<file path="src/rtl/pipe_stage_skid_if.sv">
// Valid/ready handshake bundle for the skid-buffered pipeline stage:
// the upstream entry port and the downstream presented entry.
interface pipe_stage_skid_if #(
  parameter int DATA_W = 64,
  parameter int NWORD  = 3,
  parameter int RD_W   = 5,
  parameter int CTRL_W = 6
);
  logic                    in_valid;
  logic                    in_ready;
  logic [NWORD*DATA_W-1:0] in_data;
  logic                    in_zero;
  logic [RD_W-1:0]         in_rd;
  logic [CTRL_W-1:0]       in_ctrl;

  logic                    out_valid;
  logic                    out_ready;
  logic [NWORD*DATA_W-1:0] out_data;
  logic                    out_zero;
  logic [RD_W-1:0]         out_rd;
  logic [CTRL_W-1:0]       out_ctrl;

  // The stage itself: consumes upstream entries, presents downstream ones.
  modport slave (
    input  in_valid, in_data, in_zero, in_rd, in_ctrl, out_ready,
    output in_ready, out_valid, out_data, out_zero, out_rd, out_ctrl
  );

  // The surrounding pipeline: offers entries and consumes presented ones.
  modport master (
    output in_valid, in_data, in_zero, in_rd, in_ctrl, out_ready,
    input  in_ready, out_valid, out_data, out_zero, out_rd, out_ctrl
  );
endinterface

</file>
<file path="src/rtl/pipe_stage_skid.sv">
// Two-slot (MAIN + SKID) pipeline register with registered in_ready,
// bubble masking on the outputs, flush, and a saturating flush-drop counter.
module pipe_stage_skid #(
  parameter int DATA_W = 64,
  parameter int NWORD  = 3,
  parameter int RD_W   = 5,
  parameter int CTRL_W = 6,
  parameter int CNT_W  = 16
) (
  input  logic             clk,
  input  logic             reset,
  input  logic             flush,
  pipe_stage_skid_if.slave bus,
  output logic [1:0]       occupancy,
  output logic [CNT_W-1:0] flush_drops
);
  localparam int PAY_W = NWORD * DATA_W;
  localparam int ENT_W = PAY_W + 1 + RD_W + CTRL_W;

  logic [ENT_W-1:0] in_ent;
  logic [ENT_W-1:0] main_ent;
  logic [ENT_W-1:0] skid_ent;
  logic [ENT_W-1:0] out_ent;
  logic             main_vld;
  logic             skid_vld;
  logic             main_vld_n;
  logic             skid_vld_n;
  logic             ld_main_in;
  logic             ld_main_skid;
  logic             ld_skid;
  logic             in_fire;
  logic             out_fire;
  logic [1:0]       drop_inc;
  logic [1:0]       occ_q;
  logic [CNT_W-1:0] drops_q;

  function automatic logic [CNT_W-1:0] sat_add(input logic [CNT_W-1:0] cnt,
                                               input logic [1:0]       inc);
    logic [CNT_W:0] sum;
    sum = {1'b0, cnt} + {{(CNT_W-1){1'b0}}, inc};
    return sum[CNT_W] ? {CNT_W{1'b1}} : sum[CNT_W-1:0];
  endfunction

  function automatic logic [ENT_W-1:0] bubble_mask(input logic             vld,
                                                   input logic [ENT_W-1:0] ent);
    return vld ? ent : '0;
  endfunction

  assign in_ent   = {bus.in_data, bus.in_zero, bus.in_rd, bus.in_ctrl};
  assign in_fire  = bus.in_valid & ~skid_vld;
  assign out_fire = main_vld & bus.out_ready;

  // An entry consumed downstream during a flush is not a drop.
  assign drop_inc = {1'b0, main_vld & ~bus.out_ready}
                  + {1'b0, skid_vld}
                  + {1'b0, in_fire};

  always_comb begin
    main_vld_n   = main_vld;
    skid_vld_n   = skid_vld;
    ld_main_in   = 1'b0;
    ld_main_skid = 1'b0;
    ld_skid      = 1'b0;
    if (!main_vld) begin
      if (in_fire) begin
        main_vld_n = 1'b1;
        ld_main_in = 1'b1;
      end
    end else if (out_fire) begin
      if (skid_vld) begin
        ld_main_skid = 1'b1;
        skid_vld_n   = in_fire;
        ld_skid      = in_fire;
      end else begin
        main_vld_n = in_fire;
        ld_main_in = in_fire;
      end
    end else if (in_fire) begin
      skid_vld_n = 1'b1;
      ld_skid    = 1'b1;
    end
    if (flush) begin
      main_vld_n = 1'b0;
      skid_vld_n = 1'b0;
    end
  end

  // Control state: valid bits, occupancy and drop counter.
  always_ff @(posedge clk) begin
    if (reset) begin
      main_vld <= 1'b0;
      skid_vld <= 1'b0;
      occ_q    <= 2'd0;
      drops_q  <= '0;
    end else begin
      main_vld <= main_vld_n;
      skid_vld <= skid_vld_n;
      occ_q    <= {1'b0, main_vld_n} + {1'b0, skid_vld_n};
      if (flush)
        drops_q <= sat_add(drops_q, drop_inc);
    end
  end

  // Payload slots carry no reset; outputs are masked by MAIN's valid bit.
  always_ff @(posedge clk) begin
    if (ld_main_in)
      main_ent <= in_ent;
    else if (ld_main_skid)
      main_ent <= skid_ent;
    if (ld_skid)
      skid_ent <= in_ent;
  end

  assign out_ent       = bubble_mask(main_vld, main_ent);
  assign bus.out_valid = main_vld;
  assign bus.in_ready  = ~skid_vld;
  assign {bus.out_data, bus.out_zero, bus.out_rd, bus.out_ctrl} = out_ent;
  assign occupancy     = occ_q;
  assign flush_drops   = drops_q;
endmodule
</file>
<file path="src/flat_wrapper.sv">
// flat-port wrapper written by rule: the top's interface ports become plain ports
module pipe_stage_skid_flat 
#(
  parameter int DATA_W = 64,
  parameter int NWORD  = 3,
  parameter int RD_W   = 5,
  parameter int CTRL_W = 6,
  parameter int CNT_W  = 16
)
  (clk, reset, flush, occupancy, flush_drops, bus_in_valid, bus_in_data, bus_in_zero, bus_in_rd, bus_in_ctrl, bus_out_ready, bus_in_ready, bus_out_valid, bus_out_data, bus_out_zero, bus_out_rd, bus_out_ctrl);
  pipe_stage_skid_if #(.DATA_W(DATA_W), .NWORD(NWORD), .RD_W(RD_W), .CTRL_W(CTRL_W)) bus_i ();
  input  logic clk;
  input  logic reset;
  input  logic flush;
  output logic [1:0] occupancy;
  output logic [CNT_W-1:0] flush_drops;
  input wire logic [$bits(bus_i.in_valid)-1:0] bus_in_valid;
  input wire logic [$bits(bus_i.in_data)-1:0] bus_in_data;
  input wire logic [$bits(bus_i.in_zero)-1:0] bus_in_zero;
  input wire logic [$bits(bus_i.in_rd)-1:0] bus_in_rd;
  input wire logic [$bits(bus_i.in_ctrl)-1:0] bus_in_ctrl;
  input wire logic [$bits(bus_i.out_ready)-1:0] bus_out_ready;
  output wire logic [$bits(bus_i.in_ready)-1:0] bus_in_ready;
  output wire logic [$bits(bus_i.out_valid)-1:0] bus_out_valid;
  output wire logic [$bits(bus_i.out_data)-1:0] bus_out_data;
  output wire logic [$bits(bus_i.out_zero)-1:0] bus_out_zero;
  output wire logic [$bits(bus_i.out_rd)-1:0] bus_out_rd;
  output wire logic [$bits(bus_i.out_ctrl)-1:0] bus_out_ctrl;
  assign bus_i.in_valid = bus_in_valid;
  assign bus_i.in_data = bus_in_data;
  assign bus_i.in_zero = bus_in_zero;
  assign bus_i.in_rd = bus_in_rd;
  assign bus_i.in_ctrl = bus_in_ctrl;
  assign bus_i.out_ready = bus_out_ready;
  assign bus_in_ready = bus_i.in_ready;
  assign bus_out_valid = bus_i.out_valid;
  assign bus_out_data = bus_i.out_data;
  assign bus_out_zero = bus_i.out_zero;
  assign bus_out_rd = bus_i.out_rd;
  assign bus_out_ctrl = bus_i.out_ctrl;
  pipe_stage_skid #(.DATA_W(DATA_W), .NWORD(NWORD), .RD_W(RD_W), .CTRL_W(CTRL_W), .CNT_W(CNT_W)) u_core (.clk(clk), .reset(reset), .flush(flush), .bus(bus_i), .occupancy(occupancy), .flush_drops(flush_drops));
endmodule
</file>
<file path="config.mk">
export PLATFORM = sky130hd
export DESIGN_NAME = pipe_stage_skid_flat
export DESIGN_NICKNAME = d
export VERILOG_FILES = /design/src/rtl/pipe_stage_skid_if.sv /design/src/rtl/pipe_stage_skid.sv /design/src/flat_wrapper.sv
export SDC_FILE = /design/constraint.sdc
export NUM_CORES = 1
export LEC_CHECK = 0
export CORE_UTILIZATION = 40
export CTS_CLUSTER_DIAMETER = 40
export CTS_CLUSTER_SIZE = 8
export DETAILED_ROUTE_END_ITERATION = 7
export PLACE_DENSITY = 0.76
export SYNTH_ARGS = -nofsm -noshare
export SYNTH_HDL_FRONTEND = slang
export SYNTH_SLANG_ARGS = --single-unit
</file>
<file path="constraint.sdc">
create_clock -name clk -period 22.9 [get_ports clk]
set_input_delay 2.29 -clock clk [delete_from_list [all_inputs] [get_ports clk]]
set_output_delay 2.29 -clock clk [all_outputs]
set_load 0.05 [all_outputs]
</file>
---- After elaboration in Yosys (flattened, before gate mapping) ----
Index checks and enable logic that the tools add are counted.
operators by class
  $add $sub $neg .......................... 4
  mux-type cells .......................... 22
  bitwise operators ....................... 5
  reductions and logical operators ........ 1
operator list
  operator           number
  $mux 204           3
  $mux 1             18
  $add 16x2->17      1
  $mux 16            1
  $add 1x1->2        2
  $and 1x1->1        3
  $add 2x1->2        1
  $not 1->1          2
  $reduce_bool 2->1  1
word-level totals
  register bits ........................... 428
  input bits .............................. 209
  word-level logic and storage cells ...... 38

---- Longest topological paths before layout ----
Gate-level depths: netlist (run 1).
  word-level depth ........................ 7
  depth in mapped cells ................... 12

---- Worst setup path before layout (run 1) ----
OpenSTA, ideal clock, no wires.
  path type ............................... input port to flip-flop
  from .................................... in bus_out_ready
  to ...................................... reg u_core.main_ent[0] (enable)
  setup time .............................. 1.081 ns
  arrival ................................. 17.148 ns
  data required time ...................... 21.819 ns
  setup slack ............................. 4.671 ns
  stages on the path ...................... 3
  cell sequence ........................... inv_1 -> nand2_1 -> a21boi_0
between the ends
  cells in the longest elaborated chain, start to end .. 4
  elaborated cells between the ends (all ways) .. 6
  classes of those cells .................. 4 x mux; 1 x bitwise; 1 x reduce/logical
RTL lines
  element                               line                    source
  start: declaration                    flat_wrapper.sv:22      input wire logic [$bits(bus_i.out_ready)-1:0] bus_out_ready;
  $and 1x1->1 *                         pipe_stage_skid.sv:51   assign out_fire = main_vld & bus.out_ready;
  $mux 1                                pipe_stage_skid.sv:69   end else if (out_fire) begin
  $mux 1                                pipe_stage_skid.sv:64   if (!main_vld) begin
  $reduce_bool 2->1 (no source line) *  --
  end signal: assignment                pipe_stage_skid.sv:107  main_ent <= in_ent;
  end signal: assignment                pipe_stage_skid.sv:109  main_ent <= skid_ent;
  end: declaration                      pipe_stage_skid.sv:21   logic [ENT_W-1:0] main_ent;
Every way passes the cells marked *; elsewhere a longest branch is shown, timed or not.
A chain may end at the register's enable or synchronous reset.

---- Worst setup path in the final report (run 1) ----
  from .................................... reg u_core.main_vld (netlist: u_core.bus.out_valid)
  to ...................................... out bus_out_data[81]
between the ends
  cells in the longest elaborated chain, start to end .. 1
RTL lines
  element                   line                   source
  start: declaration        pipe_stage_skid.sv:24  logic main_vld;
  start signal: assignment  pipe_stage_skid.sv:96  main_vld <= main_vld_n;
  $mux 204                  pipe_stage_skid.sv:46  return vld ? ent : '0;
  end: declaration          flat_wrapper.sv:25     output wire logic [$bits(bus_i.out_data)-1:0] bus_out_data;
Every way passes these cells.

==> results of run 1 <==
[final cells by class]
cell class	count	area (um^2)
Sequential cell	428	12700
Inverter	8	30.0
Multi-Input combinational cell	494	4180
Antenna cell	3	7.51
Tap cell	539	674
Clock inverter	32	300
Clock buffer	89	2010
Fill cell	3254	17800
Timing Repair Buffer	442	4410
[final timing paths]
kind                                           start              endpoint  cells past startpoint
worst min-delay path            u_core.skid_ent[179]  u_core.main_ent[179]                      1
worst max-delay path            u_core.bus.out_valid      bus_out_data[81]                      3
worst min register to register  u_core.skid_ent[179]  u_core.main_ent[179]                      1
worst max register to register  u_core.bus.out_valid  u_core.main_ent[173]                      6
[cells in the final DEF, fill, tap and decap left out, types with 5 or more instances in the layout]
cell	count
clkinvlp_4	5
dfxtp_1	19
clkbuf_1	9
clkinv_1	8
mux2_2	204
buf_4	9
a31oi_1	5
clkinv_2	7
xor2_1	6
clkdlybuf4s50_1	432
edfxtp_1	408
a21oi_1	11
inv_1	8
nand2_1	10
nand3_1	7
and2_1	204
clkbuf_16	78
[state kept, by name, indices dropped and copies added (netlist names)]
signal,count
u_core.bus.out_valid,1
u_core.occupancy,2
u_core.skid_vld,1
u_core.main_ent,204
u_core.flush_drops,16
u_core.skid_ent,204
[layer usage]
layer / vias to the layer above / global-route usage (%)
met5: - / 0
met3: 86 / 5.84
li1: 4616 / -
met2: 389 / 29.8
met4: 0 / 8.44
met1: 5030 / 22.0
[synth_stat cells (all sizes together) (4+ instances only)]
cell | instances | area, um^2
a31oi | 5 | 31.3
mux2 | 204 | 2300
edfxtp | 408 | 12300
xor2 | 6 | 52.6
nor2b | 4 | 25.0
and4 | 4 | 35.0
nand4 | 4 | 40.0
nand3 | 8 | 40.0
a21oi | 11 | 55.1
nor2 | 5 | 18.8
nor3 | 4 | 20.0
nand2 | 10 | 37.5
buf | 25 | 134
clkbuf | 26 | 97.6
and2 | 204 | 1280
inv | 8 | 30.0
dfxtp | 20 | 400
[power by group]
| part | internal, mW | switching, mW |
|---|---|---|
| clock network | 0.665 | 0.357 |
| logic | 0.0813 | 0.0955 |
| registers | 0.896 | 0.00722 |
[cell families after synthesis]
group           Yosys count
buf+inv                  59
xor+xnor                  6
compound gates           27
simple gates            251
mux                     205
flops                   428
fa+ha+maj                 5
==> results.toml, run 1 <==
[status]
outcome = "finished, final reports clean"

[worst_setup_path]
critPathKind = "reg -> out"
reg2reg_slack_ps = 18850
crit_buf_inv = 2
start_kind = "register"
cp_data_required_time_ps = 20610
crit_arrival_ps = 2850
max_stage_delay_ps = 820
critPathTopFamily = "buffers and inverters"
slowest_stage = "clkdlybuf4s50_1"
cp_max_fo = 100
path_cells = "buf_4, and2_1, clkdlybuf4s50_1"
endpoint_kind = "output pin"

[sta]
min_period_ps = 5140
fin_crit_sh_pct = 22.4
grt_setup_unrepaired = "no"
timing.hold.ws_ps = 535
fin_ws_ps = 17760
setup_viol = 0
slew_headroom_pct = 28.4
slew_violations = 0
finalSetupTns_ps = 0
skew_ps = 13.9
finalHoldViolCount = 0
fmax_ghz = 0.195
worst_pin_slew_ps = 1070

[global_routing]
grt_max_degree = 137
antenna_found_initial = 4
overflow = 0
grt_pass1_wl_mm = 61.5
grtUsageTotal_pct = 18.2
grt_pass1_vias = 10800

[cells_and_area]
stdcell_count = 2035
drive_above_1_share_pct = 21.9
utilization_pct = 57.7
areaGrowthSynthToFinish_pct = 42.3
nets = 1664
stdcell_area_um2 = 24300

[yosys]
synth_top_family_by_area = "multiplexers"
synth-async-reset-ratio_pct = 0
yosys_warnings = 0
synth_ff_type = "edfxtp_1"
ys_seq_elements = 428
syn_nets = 1195
synth-edff-count = 408
synth_mux_area_share_pct = 13.5
synth_xor_area_share_pct = 0.308
synth_compound_area_share_pct = 0.968
yosysSeqAreaShare_pct = 74.1
synth.cell_area_um2 = 17100
syn_avg_cell_area_um2 = 17.4
synth-simple-area-share_pct = 9.07
synthAdderAreaFrac_pct = 0.455
synth_cells = 981
synth.distinct_cells = 34

[cts]
cts_root_buffer = "clkbuf_16"
cts.path.max_buffers = 3
tritoncts = "built"
clock_sinks = 428
cts_made_buffers = 76
ctsHoldBuffers = 0
cts-resized-gates = 0
clkLatencyLatePin_ps = 570
h-tree-depth = 3
clkTransAtPathRegs_ps = 50
cts_setup_buffers = 0

[placed_design]
dp_worst_setup_slack_ps = 17260
place_inst = 1911
place_area_um2 = 22000
gp_congestion = 0.796
dp_hpwl_mm = 25.4
port_buffers = 432

[die]
rows = 75
fp.dieArea_um2 = 43500
top_level_ports = 433
die_x_um = 209
start_util_pct = 40.6
die_h_um = 209
core_area_um2 = 42000

[pwr]
p_leak_nw = 8.38
p_per_area_nw_per_um2 = 86.6
power_mw = 2.10
ir_drop_v = 0.0000577

[routing]
route.met3.wl_mm = 3.05
drcViolationCount = 0
wire_per_inst_um = 19.6
wl_met1_mm = 15.7
top_layer = "met4"
drtPass1Iterations = 4
totalWireLength_mm = 39.9
vias = 10100
avgViaCountPerCell = 4.97
drt_iter0_drc = 586
wl_met2_mm = 20.0
postRouteAntennaNets = 0

[worst_hold_path]
hold_class = "reg -> reg"

[job]
drv_cap = 0
Power figures use the tool's default switching activity.
==> run 2: changes to the inputs <==
Settings changed: PLACE_DENSITY 0.76 to 0.79.
Clock period 22.9 ns to 4.53 ns, I/O delays scaled along.
==> results.toml, run 2 (same netlist as run 1, synthesis figures left out) <==
[cells_and_area]
fillCellCount = 3231
utilization_pct = 57.3
nets = 1658
drive_above_1_share_pct = 20.9
final_common_cell = "clkdlybuf4s50_1"
diodes = 0
multi_input_area_um2 = 4190
layout_common_cells = "clkdlybuf4s50_1 (432), edfxtp_1 (408), and2_1 (204), mux2_2 (204), clkbuf_16 (71)"
stdcell_area_um2 = 24100
ff_latch_area_um2 = 12700
areaGrowthSynthToFinish_pct = 41.1

[cts]
cts_setup_buffers = 0
tritoncts = "built"
cts_root_buffer = "clkbuf_16"
clock_sinks = 428
ctsHoldBuffers = 0
clkTransAtPathRegs_ps = 50
clkLatencyLatePin_ps = 570
cts.path.max_buffers = 3
h-tree-depth = 3
cts_made_buffers = 70
cts-resized-gates = 0

[routing]
drtPass1Iterations = 4
avgViaCountPerCell = 5.00
postRouteAntennaNets = 0
wire_per_inst_um = 19.7
drt_iter0_drc = 598
vias = 10100
drcViolationCount = 0
totalWireLength_mm = 39.7

[placed_design]
dp_worst_setup_slack_ps = 941
place_area_um2 = 22100
dp_hpwl_mm = 25.0
gp_congestion = 0.783
port_buffers = 432

[die]
start_util_pct = 40.6
core_area_um2 = 42000
top_level_ports = 433
die_x_um = 209
fp.dieArea_um2 = 43500
rows = 75
die_h_um = 209

[sta]
skew_ps = 17.9
fmax_ghz = 0.315
slew_headroom_pct = 48.3
worst_pin_slew_ps = 773
fin_ws_ps = 1360
setup_viol = 0
finalSetupTns_ps = 0
timing.hold.ws_ps = 456
fin_crit_sh_pct = 70.0
min_period_ps = 3170
slew_violations = 0
finalHoldViolCount = 0
grt_setup_unrepaired = "no"

[worst_setup_path]
cp_data_required_time_ps = 5000
endpoint_kind = "register"
critPathKind = "reg -> reg"
start_kind = "register"
slowest_stage = "dfxtp_1"
crit_buf_inv = 2
path_cells = "clkinvlp_4, nand2_1, fa_1, inv_1, ha_1, fa_1, and4_1, and3_2, nand2_1, a31oi_1"
crit_arrival_ps = 3640
cp_max_fo = 10
critPathTopFamily = "simple AND/OR/NAND/NOR gates"
max_stage_delay_ps = 500

[global_routing]
grt.met1_usage_pct = 20.8
grtUsageTotal_pct = 18.1
grt_use_met3_pct = 8.24
grt_max_degree = 210
grt_pass1_wl_mm = 60.7
grt_pass1_vias = 10600
global_route.usage.met2_pct = 30.0
overflow = 0
top_usage_layer = "met2"
antenna_found_initial = 3

[job]
drv_cap = 0

[pwr]
p_per_area_nw_per_um2 = 422
ir_drop_v = 0.000282
p_leak_nw = 8.29

[status]
outcome = "finished, final reports clean"

[worst_hold_path]
hold_class = "in -> reg"
run 2: cell type report:
type,instances,area share (%)
sequential,428,52.5
timing repair buffer,442,18.7
multi-input combinational,494,17.4
clock buffer,85,7.60
tap,539,2.80
clock inverter,20,0.842
inverter,8,0.140
run 2: report_power, final:
part | internal (mW) | switching (mW) | total, mW
clock network | 2.99 | 1.70 | 4.69
registers | 4.53 | 0.0374 | 4.56
logic | 0.420 | 0.487 | 0.907
total | 7.94 | 2.22 | 10.2
run 2: metrics by stage:
step / power, mW / instances
after CTS: 10.3 / 2016
after floorplan: 5.13 / 981
final: 10.2 / 2016
after detailed placement: 5.55 / 1911
after global placement: 5.52 / 1911
after global routing: 10.5 / 2016
run 2: path summary, 6_finish.rpt:
path | startpoint | end | slack (ps) | depth (start not counted)
worst max-delay path | u_core.skid_vld | u_core.flush_drops[13] | 1360 | 10
worst min-delay path | bus_in_data[121] | u_core.skid_ent[133] | 460 | 1
worst max register to register | u_core.skid_vld | u_core.flush_drops[13] | 1360 | 10
worst min register to register | u_core.flush_drops[15] | u_core.flush_drops[15] | 530 | 2
run 2: metal layers:
layer / wire [um] / vias up
li1: - / 4595
met1: 15400 / 5010
met2: 19500 / 400
met3: 3890 / 68
met4: 892 / 6
met5: 41 / -
run 2: worst reg2reg max path: cells and delay by family (launching register included):
family          cells  cell delay (ps)
simple gates        4             1160
fa+ha+maj           3              910
flops               1              500
buf+inv             2              280
compound gates      1              230
==> run 3: changes to the inputs <==
Settings changed: PLACE_DENSITY 0.79 to 0.76.
Clock period 4.53 ns to 3.08 ns, I/O delays scaled along.
==> results.toml, run 3 (same netlist as run 1, synthesis figures left out) <==
[status]
outcome = "finished, final reports clean"

[worst_setup_path]
cp_max_fo = 105
reg2reg_slack_ps = 340
critPathKind = "reg -> out"
path_cells = "buf_16, and2_1, clkdlybuf4s50_1"
slowest_stage = "clkdlybuf4s50_1"
start_kind = "register"
crit_buf_inv = 2
critPathTopFamily = "buffers and inverters"
endpoint_kind = "output pin"
reg2reg_depth = 9
cp_data_required_time_ps = 2770
path_depth = 3
crit_arrival_ps = 2450
max_stage_delay_ps = 870

[placed_design]
dp_worst_setup_slack_ps = -35.4
port_buffers = 432
dp_hpwl_mm = 25.4
gp_congestion = 0.813

[cts]
cts.path.max_buffers = 3
clkLatencyLatePin_ps = 580
clock_sinks = 428
cts_root_buffer = "clkbuf_16"
tritoncts = "built"
ctsHoldBuffers = 0
cts-resized-gates = 0
clkTransAtPathRegs_ps = 50
h-tree-depth = 3
cts_made_buffers = 73
cts_setup_buffers = 0

[sta]
fin_ws_ps = 319
timing.hold.ws_ps = 309
grt_setup_unrepaired = "no"
skew_ps = 13.6
fmax_ghz = 0.362
min_period_ps = 2760
fin_crit_sh_pct = 89.7
slew_violations = 0
slew_headroom_pct = 48.6
finalSetupTns_ps = 0
worst_pin_slew_ps = 769
setup_viol = 0
finalHoldViolCount = 0

[cells_and_area]
final_common_cell = "clkdlybuf4s50_1"
drive_above_1_share_pct = 23.1
nets = 1675
areaGrowthSynthToFinish_pct = 42.9
utilization_pct = 58.0
layout_common_cells = "clkdlybuf4s50_1 (421), edfxtp_1 (408), and2_1 (204), mux2_2 (204), clkbuf_16 (77)"
fillCellCount = 3236

[global_routing]
grt_pass1_vias = 10700
antenna_found_initial = 2
grt_max_degree = 210
overflow = 0
grtUsageTotal_pct = 18.2
grt_pass1_wl_mm = 61.0

[pwr]
p_leak_nw = 8.47
p_per_area_nw_per_um2 = 628
power_mw = 15.3
ir_drop_v = 0.000486

[worst_hold_path]
hold_class = "in -> reg"
timing.hold.worst_path_depth = 1

[die]
fp.dieArea_um2 = 43500
top_level_ports = 433
die_h_um = 209
die_x_um = 209
core_area_um2 = 42000
rows = 75
start_util_pct = 40.6

[job]
drv_cap = 0

[routing]
postRouteAntennaNets = 0
totalWireLength_mm = 40.5
vias = 10100
avgViaCountPerCell = 4.97
drt_iter0_drc = 471
drcViolationCount = 0
wire_per_inst_um = 19.9
drtPass1Iterations = 6
==> run 3: cell count changes in the layout (fill, tap and decap cells not counted), moves of 2 or more <==
cell	delta
buf_12	+3
buf_4	+20
clkbuf_1	-8
clkbuf_16	+6
clkdlybuf4s50_1	-11
clkinv_1	+3
clkinv_2	+2
clkinvlp_4	+2
==> run 3: layer usage <==
layer,track usage (%),vias to the layer above,share of wire (%)
met5,0,-,0.032
li1,-,4619,-
met2,28.4,406,47
met1,21.2,4999,39
met3,7.97,89,9.7
met4,9.20,2,3.5
==> run 3: final timing paths <==
| kind | from | end |
|---|---|---|
| worst max-delay path | u_core.bus.out_valid | bus_out_data[61] |
| worst min-delay path | bus_in_data[125] | u_core.skid_ent[137] |
| worst max register to register | u_core.bus.out_valid | u_core.flush_drops[13] |
| worst min register to register | u_core.flush_drops[15] | u_core.flush_drops[15] |
==> run 3: power breakdown <==
part	leakage (nW)	internal (mW)	switching, mW	total, mW
sequential	3.99	6.66	0.0538	6.71
combinational	3.43	0.640	0.727	1.37
clock	1.05	4.67	2.56	7.23
==> run 3: per-stage QoR <==
stage	instance area (um^2)	instances
after CTS	24300	2033
after global placement	22200	1924
after floorplan	17100	981
after global routing	24400	2035
final	24400	2035
after detailed placement	22200	1924
==> run 3: worst reg2reg max path, delay by kind of cell (launching register included) <==
family                     cells  cell delay, ps
and+or+nand+nor                4             860
adders and majority gates      3            1130
DFF                            1             400
AOI/OAI and AO/OA              1             140
buffers and inverters          1              50
==> run 3: layout make-up <==
| type | count | area, um^2 | share of cell area [%] |
|---|---|---|---|
| sequential | 428 | 12700 | 51.9 |
| antenna | 1 | 2.50 | 0.0103 |
| clock inverter | 26 | 223 | 0.914 |
| timing repair buffer | 456 | 4650 | 19.1 |
| clock buffer | 83 | 1940 | 7.95 |
| multi-input combinational | 494 | 4200 | 17.2 |
| inverter | 8 | 33.8 | 0.139 |
| tap | 539 | 674 | 2.77 |
